==> src/rtl/step_scheduler.sv <==
`default_nettype none
// ============================================================================
//  Module   : step_scheduler
//  Purpose  : Playback timing controller for the step sequencer. A Start
//             request with a nonzero BPM begins a run. The run produces
//             step_tick / step_idx / loop_count from a phase accumulator.
//             It ends after Loops passes, or at once on Stop.
//  Ports    : CLOCK_50   in   system clock
//             nReset     in   asynchronous active-low reset
//             Start      in   one-cycle request to begin playback
//             Stop       in   abort request (wins over Start and over ticks)
//             BPM        in   tempo in beats per minute, 0 = invalid
//             Loops      in   number of pattern passes, 0 = repeat forever
//             play_en    out  high while playback is running
//             step_tick  out  one-cycle pulse at the start of every step
//             step_idx   out  current step, 0..NUM_STEPS-1
//             loop_count out  completed passes in the current run
//             done       out  one-cycle pulse when playback ends
//  Options  : BPM_LIVE_EN - when defined, the step increment follows the live
//             BPM input every RUN cycle (BPM=0 freezes the current step).
//             When undefined, BPM is latched at Start.
//  Revision : 1.0 - initial release
// ============================================================================
module step_scheduler #(
    parameter int CLK_HZ         = 50_000_000,
    parameter int NUM_STEPS      = 16,
    parameter int STEPS_PER_BEAT = 4
) (
    input  logic                         CLOCK_50,
    input  logic                         nReset,
    input  logic                         Start,
    input  logic                         Stop,
    input  logic [9:0]                   BPM,
    input  logic [6:0]                   Loops,
    output logic                         play_en,
    output logic                         step_tick,
    output logic [$clog2(NUM_STEPS)-1:0] step_idx,
    output logic [6:0]                   loop_count,
    output logic                         done
);

    localparam int IDX_W = $clog2(NUM_STEPS);
    // One step lasts TH/INC cycles, where INC = BPM*STEPS_PER_BEAT.
    localparam logic [32:0]      TH        = 33'(64'(CLK_HZ) * 64'd60);
    localparam logic [IDX_W-1:0] LAST_STEP = IDX_W'(NUM_STEPS - 1);

    typedef enum logic [1:0] {
        S_IDLE = 2'd0,
        S_RUN  = 2'd1,
        S_FIN  = 2'd2
    } state_t;

    state_t      state_q;
    logic [32:0] acc_q;
    logic [6:0]  loops_q;
    logic [32:0] inc_d;
    logic [32:0] acc_sum_d;
    logic        expire_d;
    logic [6:0]  loop_inc_d;

`ifdef BPM_LIVE_EN
    // Live tempo: a zero BPM adds nothing, so ACC holds and the step freezes.
    assign inc_d = 33'(BPM) * 33'(STEPS_PER_BEAT);
`else
    logic [9:0] bpm_q;
    assign inc_d = 33'(bpm_q) * 33'(STEPS_PER_BEAT);
`endif

    assign acc_sum_d  = acc_q + inc_d;
    assign expire_d   = (acc_sum_d >= TH);
    assign loop_inc_d = loop_count + 7'd1;

    always_ff @(posedge CLOCK_50 or negedge nReset) begin
        if (!nReset) begin
            state_q    <= S_IDLE;
            acc_q      <= '0;
            loops_q    <= '0;
`ifndef BPM_LIVE_EN
            bpm_q      <= '0;
`endif
            play_en    <= 1'b0;
            step_tick  <= 1'b0;
            step_idx   <= '0;
            loop_count <= '0;
            done       <= 1'b0;
        end else begin
            // Pulses default low; only the branches below raise them.
            step_tick <= 1'b0;
            done      <= 1'b0;
            case (state_q)
                S_IDLE: begin
                    if (Start && !Stop && (BPM != 10'd0)) begin
`ifndef BPM_LIVE_EN
                        bpm_q      <= BPM;
`endif
                        loops_q    <= Loops;
                        acc_q      <= '0;
                        step_idx   <= '0;
                        loop_count <= '0;
                        play_en    <= 1'b1;
                        step_tick  <= 1'b1;   // step 0 starts on the first RUN cycle
                        state_q    <= S_RUN;
                    end
                end
                S_RUN: begin
                    if (Stop) begin
                        // Abort wins over any expiry in this cycle: no tick,
                        // step_idx and loop_count keep their current values.
                        play_en <= 1'b0;
                        done    <= 1'b1;
                        state_q <= S_FIN;
                    end else begin
                        // Subtracting TH (not clearing) keeps the remainder,
                        // so the mean period is exactly TH/INC with no drift.
                        acc_q <= expire_d ? (acc_sum_d - TH) : acc_sum_d;
                        if (expire_d) begin
                            if (step_idx == LAST_STEP) begin
                                loop_count <= loop_inc_d;
                                if ((loops_q != 7'd0) && (loop_inc_d == loops_q)) begin
                                    play_en <= 1'b0;
                                    done    <= 1'b1;
                                    state_q <= S_FIN;
                                end else begin
                                    step_idx  <= '0;
                                    step_tick <= 1'b1;
                                end
                            end else begin
                                step_idx  <= step_idx + 1'b1;
                                step_tick <= 1'b1;
                            end
                        end
                    end
                end
                S_FIN: begin
                    state_q <= S_IDLE;
                end
                default: begin
                    state_q <= S_IDLE;
                end
            endcase
        end
    end

endmodule
`default_nettype wire

==> config.mk <==
export PLATFORM = sky130hd
export DESIGN_NAME = step_scheduler
export DESIGN_NICKNAME = d
export VERILOG_FILES = /design/src/rtl/step_scheduler.sv
export SDC_FILE = /design/constraint.sdc
export NUM_CORES = 1
export LEC_CHECK = 0
export CAP_MARGIN = 20
export CORE_MARGIN = 5
export CORE_UTILIZATION = 50
export DETAILED_ROUTE_END_ITERATION = 6
export PLACE_DENSITY = 0.67
export SLEW_MARGIN = 20
export SYNTH_ARGS = -nofsm -noshare
export SYNTH_HDL_FRONTEND = slang
export SYNTH_SLANG_ARGS = --single-unit
export TNS_END_PERCENT = 100
==> constraint.sdc <==
create_clock -name CLOCK_50 -period 4.9 [get_ports CLOCK_50]
set_input_delay 1.225 -clock CLOCK_50 [delete_from_list [all_inputs] [get_ports CLOCK_50]]
set_output_delay 1.225 -clock CLOCK_50 [all_outputs]
set_load 0.02 [all_outputs]
==> results.sh, run 1 <==
export IMPL_startpoint_type="flip-flop"
export IMPL_drt_iter0_drc=314
export IMPL_wire_per_inst_um=19.1
export IMPL_fin_tns_setup_ns=0
export IMPL_design_portCount=35
export IMPL_drc=0
export IMPL_relSlewSlack=0.356
export IMPL_cts_root_buf="clkbuf_8"
export IMPL_cts_tree="yes"
export IMPL_finClkSkew_ns=0.0140
export IMPL_syn_inst=579
export IMPL_worstPathRequired_ns=5.20
export IMPL_synth_avg_cell_area_um2=8.86
export IMPL_synth_compound_area_frac=0.223
export IMPL_num_rows=37
export IMPL_antenna_found_initial=0
export IMPL_drtAntennaViolNets=0
export IMPL_first_global_vias=4754
export IMPL_clk_pin_slew_ns=0.09
export IMPL_cts_buffer_depth=2
export IMPL_grt_overflow=0
export IMPL_synth_xor_area_frac=0.0866
export IMPL_grt_start_max_net_pins=41
export IMPL_postLayoutCoreUtil=0.568
export IMPL_ir_worst_vdd_mv=0.201
export IMPL_async_flop_share=1.00
export IMPL_coreArea_um2=10200
export IMPL_clock_latency_ns=0.36
export IMPL_cts_buffers=9
export IMPL_ys_ff_latch=64
export IMPL_synthFlopType="dfrtp_1"
export IMPL_synth_fa_ha_area_frac=0.0356
export IMPL_synth_nets=614
export IMPL_end_kind="flip-flop"
export IMPL_initial_utilization=0.504
export IMPL_yosys_area_share_simple=0.246
export IMPL_synth_top_family_by_area="simple AND/OR/NAND/NOR gates"
export IMPL_yosysSeqAreaShare=0.312
export IMPL_dp_hpwl_um=10300
export IMPL_drv_slew=0
export IMPL_grtUsageTotal=0.231
export IMPL_htree_levels=3
export IMPL_crit_arrival_ns=4.83
export IMPL_drt_wl_total_um=14200
export IMPL_ys_types=81
export IMPL_cp_max_fo=19
export IMPL_finalNetCount=638
export IMPL_grt_pass1_wl_um=23800
export IMPL_final_area_um2=5780
export IMPL_num_vias=4719
export IMPL_p_leak_nw=2.33
export IMPL_firstDrtPassIters=5
export IMPL_avgViaCountPerCell=6.34
export IMPL_final_common_cell="nand2_1"
export IMPL_synth_edf_count=0
export IMPL_holdWs_ns=0.481
export IMPL_drive_above_1_share=0.123
export IMPL_dieArea_um2=12400
export IMPL_max_freq_mhz=221
export IMPL_maxCapViolCount=0
export IMPL_die_width_um=111
export IMPL_yosysWarnings=0
export IMPL_placedInstanceArea_um2=5560
export IMPL_finalSetupViolations=0
export IMPL_syn_cell_area_um2=5130
export IMPL_final_cell_mix="nand2_1, dfrtp_1, clkdlybuf4s50_1"
export IMPL_n_antenna_cell=0
export IMPL_synth_mux_area_fraction=0.0588
export IMPL_io_buffer_count=34
export IMPL_gp_congestion=0.957
export IMPL_finalCriticalPeriod_ns=4.52
export IMPL_post_route_period_util=0.923
export IMPL_fp_dieH_um=111
export IMPL_crit_type="flip-flop to flip-flop"
export IMPL_rsz0062_at_grt="false"
export IMPL_status="finished clean"
export IMPL_hp_class="flip-flop to flip-flop"
export IMPL_hold_viol_final=0
export IMPL_p_per_area_nw_per_um2=349
export IMPL_syn_to_final_growth_pct=12.8
export IMPL_worst_pin_slew_ns=0.965
export IMPL_clock_sinks=64
export IMPL_n_fill_cell=926
==> per-layer routing <==
layer	routed length [µm]	part of all wire	track usage
met1	6350	0.45	0.307
met5	0	0	0
met2	6810	0.48	0.391
met4	275	0.019	0.0641
met3	761	0.054	0.0366
==> flip-flops by register name, summed over array words and instances (netlist names) <==
signal,count
step_tick,1
play_en,1
bpm_q,10
state_q,2
loops_q,7
step_idx,4
acc_q,31
loop_count,7
done,1
==> through the flow <==
stage	worst slack [ns]	total power, W	std cells
floorplan	0.997	0.00130	579
global placement	0.305	0.00147	728
detailed placement	0.213	0.00150	728
CTS	0.198	0.00202	744
global route	0.0881	0.00215	744
finish	0.378	0.00202	744
==> worst max-delay path, cell delays in order (launching register included) <==
cell      delay, ns
dfrtp_1        0.39
ha_1           0.23
fa_1           0.40
a21o_1         0.20
a221oi_1       0.47
o21ai_0        0.20
xor2_1         0.32
nand4_1        0.26
nor4b_1        0.38
a31oi_1        0.19
o221a_2        0.49
or4_4          0.58
a211o_1        0.30
nand3_1        0.06
==> worst paths after layout <==
kind,cells past startpoint,end,startpoint,slack (ns)
setup / recovery,13,acc_q[27],acc_q[2],0.38
hold / removal,2,acc_q[6],acc_q[6],0.48
setup reg to reg,13,acc_q[27],acc_q[2],0.38
hold reg to reg,2,acc_q[6],acc_q[6],0.48
max in group asynchronous,2,acc_q[7],nReset,3.01
min in group asynchronous,1,acc_q[16],nReset,1.00
==> area by class of cell <==
cell class                      instances  area (µm²)  share of cell area
Multi-Input combinational cell        473        3350               0.579
Tap cell                              136         170              0.0294
Clock inverter                          5        81.3              0.0141
Inverter                               11        41.3             0.00714
Timing Repair Buffer                   44         410              0.0710
Sequential cell                        64        1600               0.277
Clock buffer                           11         131              0.0227
==> kinds of logic after synthesis <==
kind of cell | after synthesis
buffers and inverters | 42
xor gates and xnor gates | 49
and+or+nand+nor | 236
muxes | 28
DFF | 64
adders and majority gates | 14
AOI/OAI and AO/OA | 146
==> report_power, final <==
group          internal (W)  leakage, nW  switching, W
Sequential         0.000607        0.844     0.0000630
Combinational      0.000323         1.38      0.000507
Clock              0.000287        0.104      0.000231
==> synth_stat cells (all sizes together), types with 12 or more instances <==
cell type | number | area (µm²)
xor2 | 27 | 236
xnor2 | 22 | 208
nor2 | 31 | 119
nand4 | 15 | 109
mux2 | 17 | 191
dfrtp | 64 | 1600
buf | 12 | 78.8
nand2 | 76 | 309
o22ai | 15 | 93.8
clkbuf | 19 | 71.3
nor3 | 18 | 101
ha | 13 | 163
o21ai | 32 | 160
nand3 | 30 | 150
a21oi | 19 | 103
==> what timing repair did <==
item / 4_1_cts / 5_1_grt
gates resized for setup: 0 / 2
buffers inserted: 0 / 0
hold buffers: 0 / 0
endpoints found under the setup margin: 0 / 17
Note: power is estimated with default switching activity, not from simulation.
==> run 2: changes to the inputs <==
Settings changed: CTS_BUF_LIST set to sky130_fd_sc_hd__clkbuf_4 sky130_fd_sc_hd__clkbuf_8 sky130_fd_sc_hd__clkbuf_16.
==> results.sh, run 2 (same netlist as run 1, synthesis figures left out) <==
export IMPL_fp_dieH_um=111
export IMPL_end_kind="flip-flop"
export IMPL_status="finished clean"
export IMPL_grt_pass1_wl_um=23800
export IMPL_reg_top3="acc_q (31), bpm_q (10)"
export IMPL_cp_cell_sequence="ha_1 -> fa_1 -> a21o_1 -> a221oi_1 -> o21ai_0 -> xor2_1 -> nand4_1 -> nor4b_1 -> a31oi_1 -> o221a_2 -> or4_4 -> a211o_1 -> nand3_1"
export IMPL_drive_above_1_share=0.127
export IMPL_coreArea_um2=10200
export IMPL_p_per_area_nw_per_um2=351
export IMPL_die_width_um=111
export IMPL_cts_buffers=9
export IMPL_crit_arrival_ns=4.80
export IMPL_post_route_period_util=0.918
export IMPL_drt_met1_wl_um=6490
export IMPL_grtUsageTotal=0.232
export IMPL_avgViaCountPerCell=6.27
export IMPL_startpoint_type="flip-flop"
export IMPL_drv_slew=0
export IMPL_rsz0062_at_grt="false"
export IMPL_clk_pin_slew_ns=0.09
export IMPL_first_global_vias=4754
export IMPL_initial_utilization=0.504
export IMPL_final_common_cell="nand2_1"
export IMPL_maxCapViolCount=0
export IMPL_design_portCount=35
export IMPL_dp_hpwl_um=10300
export IMPL_cp_max_fo=19
export IMPL_finalCriticalPeriod_ns=4.50
export IMPL_finClkSkew_ns=0.0127
export IMPL_cts_buffer_depth=2
export IMPL_drt_wl_total_um=14200
export IMPL_placedInstanceArea_um2=5560
export IMPL_ir_worst_vdd_mv=0.201
export IMPL_crit_type="flip-flop to flip-flop"
export IMPL_io_buffer_count=34
export IMPL_fin_tns_setup_ns=0
export IMPL_final_area_um2=5790
export IMPL_antenna_found_initial=0
export IMPL_gp_congestion=0.957
export IMPL_p_leak_nw=2.34
export IMPL_cts_root_buf="clkbuf_8"
export IMPL_firstDrtPassIters=5
export IMPL_clock_sinks=64
export IMPL_top_register="acc_q"
export IMPL_num_rows=37
export IMPL_max_freq_mhz=222
export IMPL_wl_met2_um=6760
export IMPL_n_antenna_cell=0
export IMPL_finalNetCount=638
export IMPL_grt_start_max_net_pins=41
export IMPL_num_vias=4663
export IMPL_finalSetupViolations=0
export IMPL_final_cell_mix="nand2_1, dfrtp_1, clkdlybuf4s50_1"
export IMPL_cts_tree="yes"
export IMPL_wire_per_inst_um=19.1
export IMPL_relSlewSlack=0.341
export IMPL_worstPathRequired_ns=5.20
export IMPL_largest_reg_flops=31
export IMPL_hp_class="flip-flop to flip-flop"
export IMPL_wl_met3_um=652
export IMPL_slowest_delay_ns=0.58
export IMPL_worst_pin_slew_ns=0.988
export IMPL_top_layer_used="met4"
export IMPL_htree_levels=3
export IMPL_crit_slowest_cell="or4_4"
export IMPL_hold_viol_final=0
export IMPL_dieArea_um2=12400
export IMPL_drtAntennaViolNets=0
export IMPL_syn_to_final_growth_pct=12.9
export IMPL_grt_overflow=0
export IMPL_drc=0
export IMPL_drt_iter0_drc=326
export IMPL_cts_hold_buf=0
export IMPL_clock_latency_ns=0.36
[run 2: worst max-delay path: cells and delay by family, from the launching register on]
family	cells	cell delay, ns
compound gates	6	1.84
xor+xnor	1	0.31
fa+ha+maj	2	0.64
flops	1	0.39
simple gates	4	1.28
[run 2: what timing repair did]
item,CTS,global route
setup endpoints to repair,0,17
setup buffers,0,0
resized for setup,0,2
[run 2: layout make-up]
cell class              count  area (µm²)
clock buffers              11         139
clock inverters             5        81.3
fillers                   923        4390
inverters                  11        41.3
multi-input cells         473        3350
flip-flops and latches     64        1600
well taps                 136         170
repair buffers             44         410
[run 2: path summary, 6_finish.rpt]
| path | startpoint | cells past startpoint | end | slack, ns |
|---|---|---|---|---|
| min in group asynchronous | nReset | 1 | acc_q[16] | 0.99 |
| max in group asynchronous | nReset | 2 | acc_q[7] | 3.02 |
| max reg2reg | acc_q[2] | 13 | acc_q[27] | 0.40 |
| max | acc_q[2] | 13 | acc_q[27] | 0.40 |
| min | acc_q[6] | 2 | acc_q[6] | 0.48 |
| min reg2reg | acc_q[6] | 2 | acc_q[6] | 0.48 |
[run 2: metrics by stage]
step	util	total power, W	hold slack (ns)	setup slack (ns)	cells
final	0.569	0.00203	0.482	0.402	744
after global routing	0.569	0.00216	0.512	0.0878	744
after CTS	0.567	0.00203	0.484	0.198	744
after floorplan	-	0.00130	0.445	0.997	579
after detailed placement	0.546	0.00150	0.468	0.213	728
after global placement	0.546	0.00147	0.457	0.305	728
[run 2: power by group]
part           internal [W]  total (W)  switching, W
clock network      0.000298   0.000532      0.000234
registers          0.000607   0.000670     0.0000630
logic              0.000323   0.000828      0.000505
total               0.00123    0.00203      0.000801
[run 2: per-layer routing]
metal | up-vias | global-route usage
met2 | 140 | 0.390
met5 | - | 0
met1 | 2292 | 0.308
li1 | 2205 | -
met3 | 26 | 0.0366
met4 | 0 | 0.0665
==> run 3: changes to the inputs <==
Settings changed: ABC_AREA set to 1.
==> results.sh, run 3 <==
export IMPL_crit_type="flip-flop to flip-flop"
export IMPL_max_freq_mhz=277
export IMPL_coreArea_um2=11300
export IMPL_grt_pass1_wl_um=28400
export IMPL_htree_levels=3
export IMPL_gp_congestion=1.01
export IMPL_clock_sinks=64
export IMPL_io_buffer_count=34
export IMPL_synth_avg_cell_area_um2=6.38
export IMPL_reg_top3="acc_q (31), bpm_q (10)"
export IMPL_fp_dieH_um=117
export IMPL_antenna_found_initial=0
export IMPL_cts_buffer_depth=2
export IMPL_cts_root_buf="clkbuf_16"
export IMPL_async_flop_share=1.00
export IMPL_yosysTopAreaCellShare=0.281
export IMPL_n_antenna_cell=0
export IMPL_final_cell_mix="nand2_1, nand3_1, nor2_1, inv_1, dfrtp_1"
export IMPL_clock_latency_ns=0.34
export IMPL_grt_overflow=0
export IMPL_syn_inst=894
export IMPL_dieArea_um2=13600
export IMPL_relSlewSlack=0.506
export IMPL_ys_ff_latch=64
export IMPL_firstDrtPassIters=5
export IMPL_yosysSeqAreaShare=0.281
export IMPL_num_vias=5978
export IMPL_ys_types=42
export IMPL_rsz0062_at_grt="false"
export IMPL_drt_iter0_drc=516
export IMPL_synth_edf_count=0
export IMPL_hold_viol_final=0
export IMPL_top_register="acc_q"
export IMPL_synthTopCellsByCount="nand2_1, nand3_1, inv_1, nor2_1, dfrtp_1"
export IMPL_finalSetupViolations=0
export IMPL_drt_wl_total_um=17300
export IMPL_maxCapViolCount=0
export IMPL_cts_resized=0
export IMPL_regToRegSetupSlack_ns=1.29
export IMPL_wire_per_inst_um=16.1
export IMPL_p_per_area_nw_per_um2=374
export IMPL_cts_tree="yes"
export IMPL_initial_utilization=0.504
export IMPL_p_leak_nw=3.35
export IMPL_grt_start_max_net_pins=51
export IMPL_grtUsageTotal=0.267
export IMPL_holdWs_ns=0.489
export IMPL_drc=0
export IMPL_placedInstanceArea_um2=6140
export IMPL_cts_buffers=9
export IMPL_synth_nets=929
export IMPL_syn_cell_area_um2=5700
export IMPL_synth_top_area_cell="dfrtp_1"
export IMPL_finalNetCount=961
export IMPL_hp_class="flip-flop to flip-flop"
export IMPL_syn_to_final_growth_pct=13.0
export IMPL_num_rows=39
export IMPL_drive_above_1_share=0.116
export IMPL_first_global_vias=5769
export IMPL_cts_hold_buf=0
export IMPL_ir_worst_vdd_mv=0.212
export IMPL_final_common_cell="nand2_1"
export IMPL_finClkSkew_ns=0.00500
export IMPL_synthFlopType="dfrtp_1"
export IMPL_drtAntennaViolNets=0
export IMPL_startpoint_type="flip-flop"
export IMPL_drv_slew=0
export IMPL_clk_pin_slew_ns=0.06
export IMPL_end_kind="flip-flop"
export IMPL_die_width_um=117
export IMPL_largest_reg_flops=31
export IMPL_worst_pin_slew_ns=0.741
export IMPL_postCtsSetupRepairBufs=0
export IMPL_worstPathRequired_ns=5.16
export IMPL_status="finished clean"
export IMPL_cp_max_fo=50
export IMPL_fin_tns_setup_ns=0
export IMPL_design_portCount=35
export IMPL_finalCriticalPeriod_ns=3.61
export IMPL_avgViaCountPerCell=5.57
export IMPL_crit_arrival_ns=3.87
export IMPL_final_area_um2=6440
export IMPL_post_route_period_util=0.737
export IMPL_synth_most_common_cell="nand2_1"
export IMPL_dp_hpwl_um=13400
export IMPL_synthTopCellsByArea="dfrtp_1, nand2_1, nand3_1, inv_1, nor2_1"
export IMPL_yosysWarnings=0
run 3: area by class of cell:
| type | count | area (µm²) |
|---|---|---|
| fillers | 1105 | 4880 |
| multi-input cells | 721 | 3650 |
| flip-flops and latches | 64 | 1600 |
| repair buffers | 39 | 373 |
| inverters | 91 | 342 |
| clock buffers | 11 | 246 |
| well taps | 143 | 179 |
| clock inverters | 5 | 56.3 |
run 3: final timing paths:
path,startpoint,endpoint,depth (start not counted)
min reg2reg,play_en,play_en,2
max reg2reg,acc_q[2],step_idx[3],20
max,acc_q[2],step_idx[3],20
min,play_en,play_en,2
max in group asynchronous,nReset,acc_q[29],2
min in group asynchronous,nReset,loops_q[0],1
run 3: report_power, final:
group          switching (W)  internal [W]
Combinational       0.000697      0.000336
Sequential         0.0000942      0.000622
Clock               0.000247      0.000412
run 3: worst max-delay path, stage by stage, from the launching register on:
cell,delay [ns]
dfrtp_1,0.39
ha_1,0.26
fa_1,0.46
nand2_1,0.09
nand2_1,0.08
nand3_1,0.08
nand2_1,0.11
nand2_1,0.12
nand2_1,0.09
nand2_1,0.15
xor2_1,0.34
nand2_1,0.09
nor2_1,0.15
nand3_2,0.10
nand2_2,0.08
inv_2,0.06
nand2_4,0.40
nand2_1,0.22
nand2_2,0.15
nand2_1,0.05
o21ai_1,0.06
run 3: kinds of logic after synthesis:
family,Yosys count,synth area share
buffers and inverters,109,0.0797
DFF,64,0.281
AOI/OAI and AO/OA,35,0.0362
muxes,16,0.0316
xor gates and xnor gates,22,0.0338
adders and majority gates,14,0.0320
and+or+nand+nor,634,0.506
run 3: layer usage:
layer / part of all wire / vias to the layer above / global-route usage
met1: 0.47 / 2775 / 0.375
li1: - / 2955 / -
met4: 0.024 / 0 / 0.0879
met3: 0.066 / 38 / 0.0499
met5: 0 / - / 0
met2: 0.44 / 210 / 0.418
run 3: stage by stage:
step | utilization | std cells | setup slack (ns) | power (W)
4_1_cts | 0.569 | 1074 | 1.34 | 0.00240
3_3_place_gp | 0.542 | 1058 | 1.41 | 0.00172
3_5_place_dp | 0.542 | 1058 | 1.33 | 0.00173
6_report | 0.569 | 1074 | 1.29 | 0.00241
5_1_grt | 0.569 | 1074 | 0.934 | 0.00257
2_1_floorplan | - | 894 | 2.04 | 0.00143
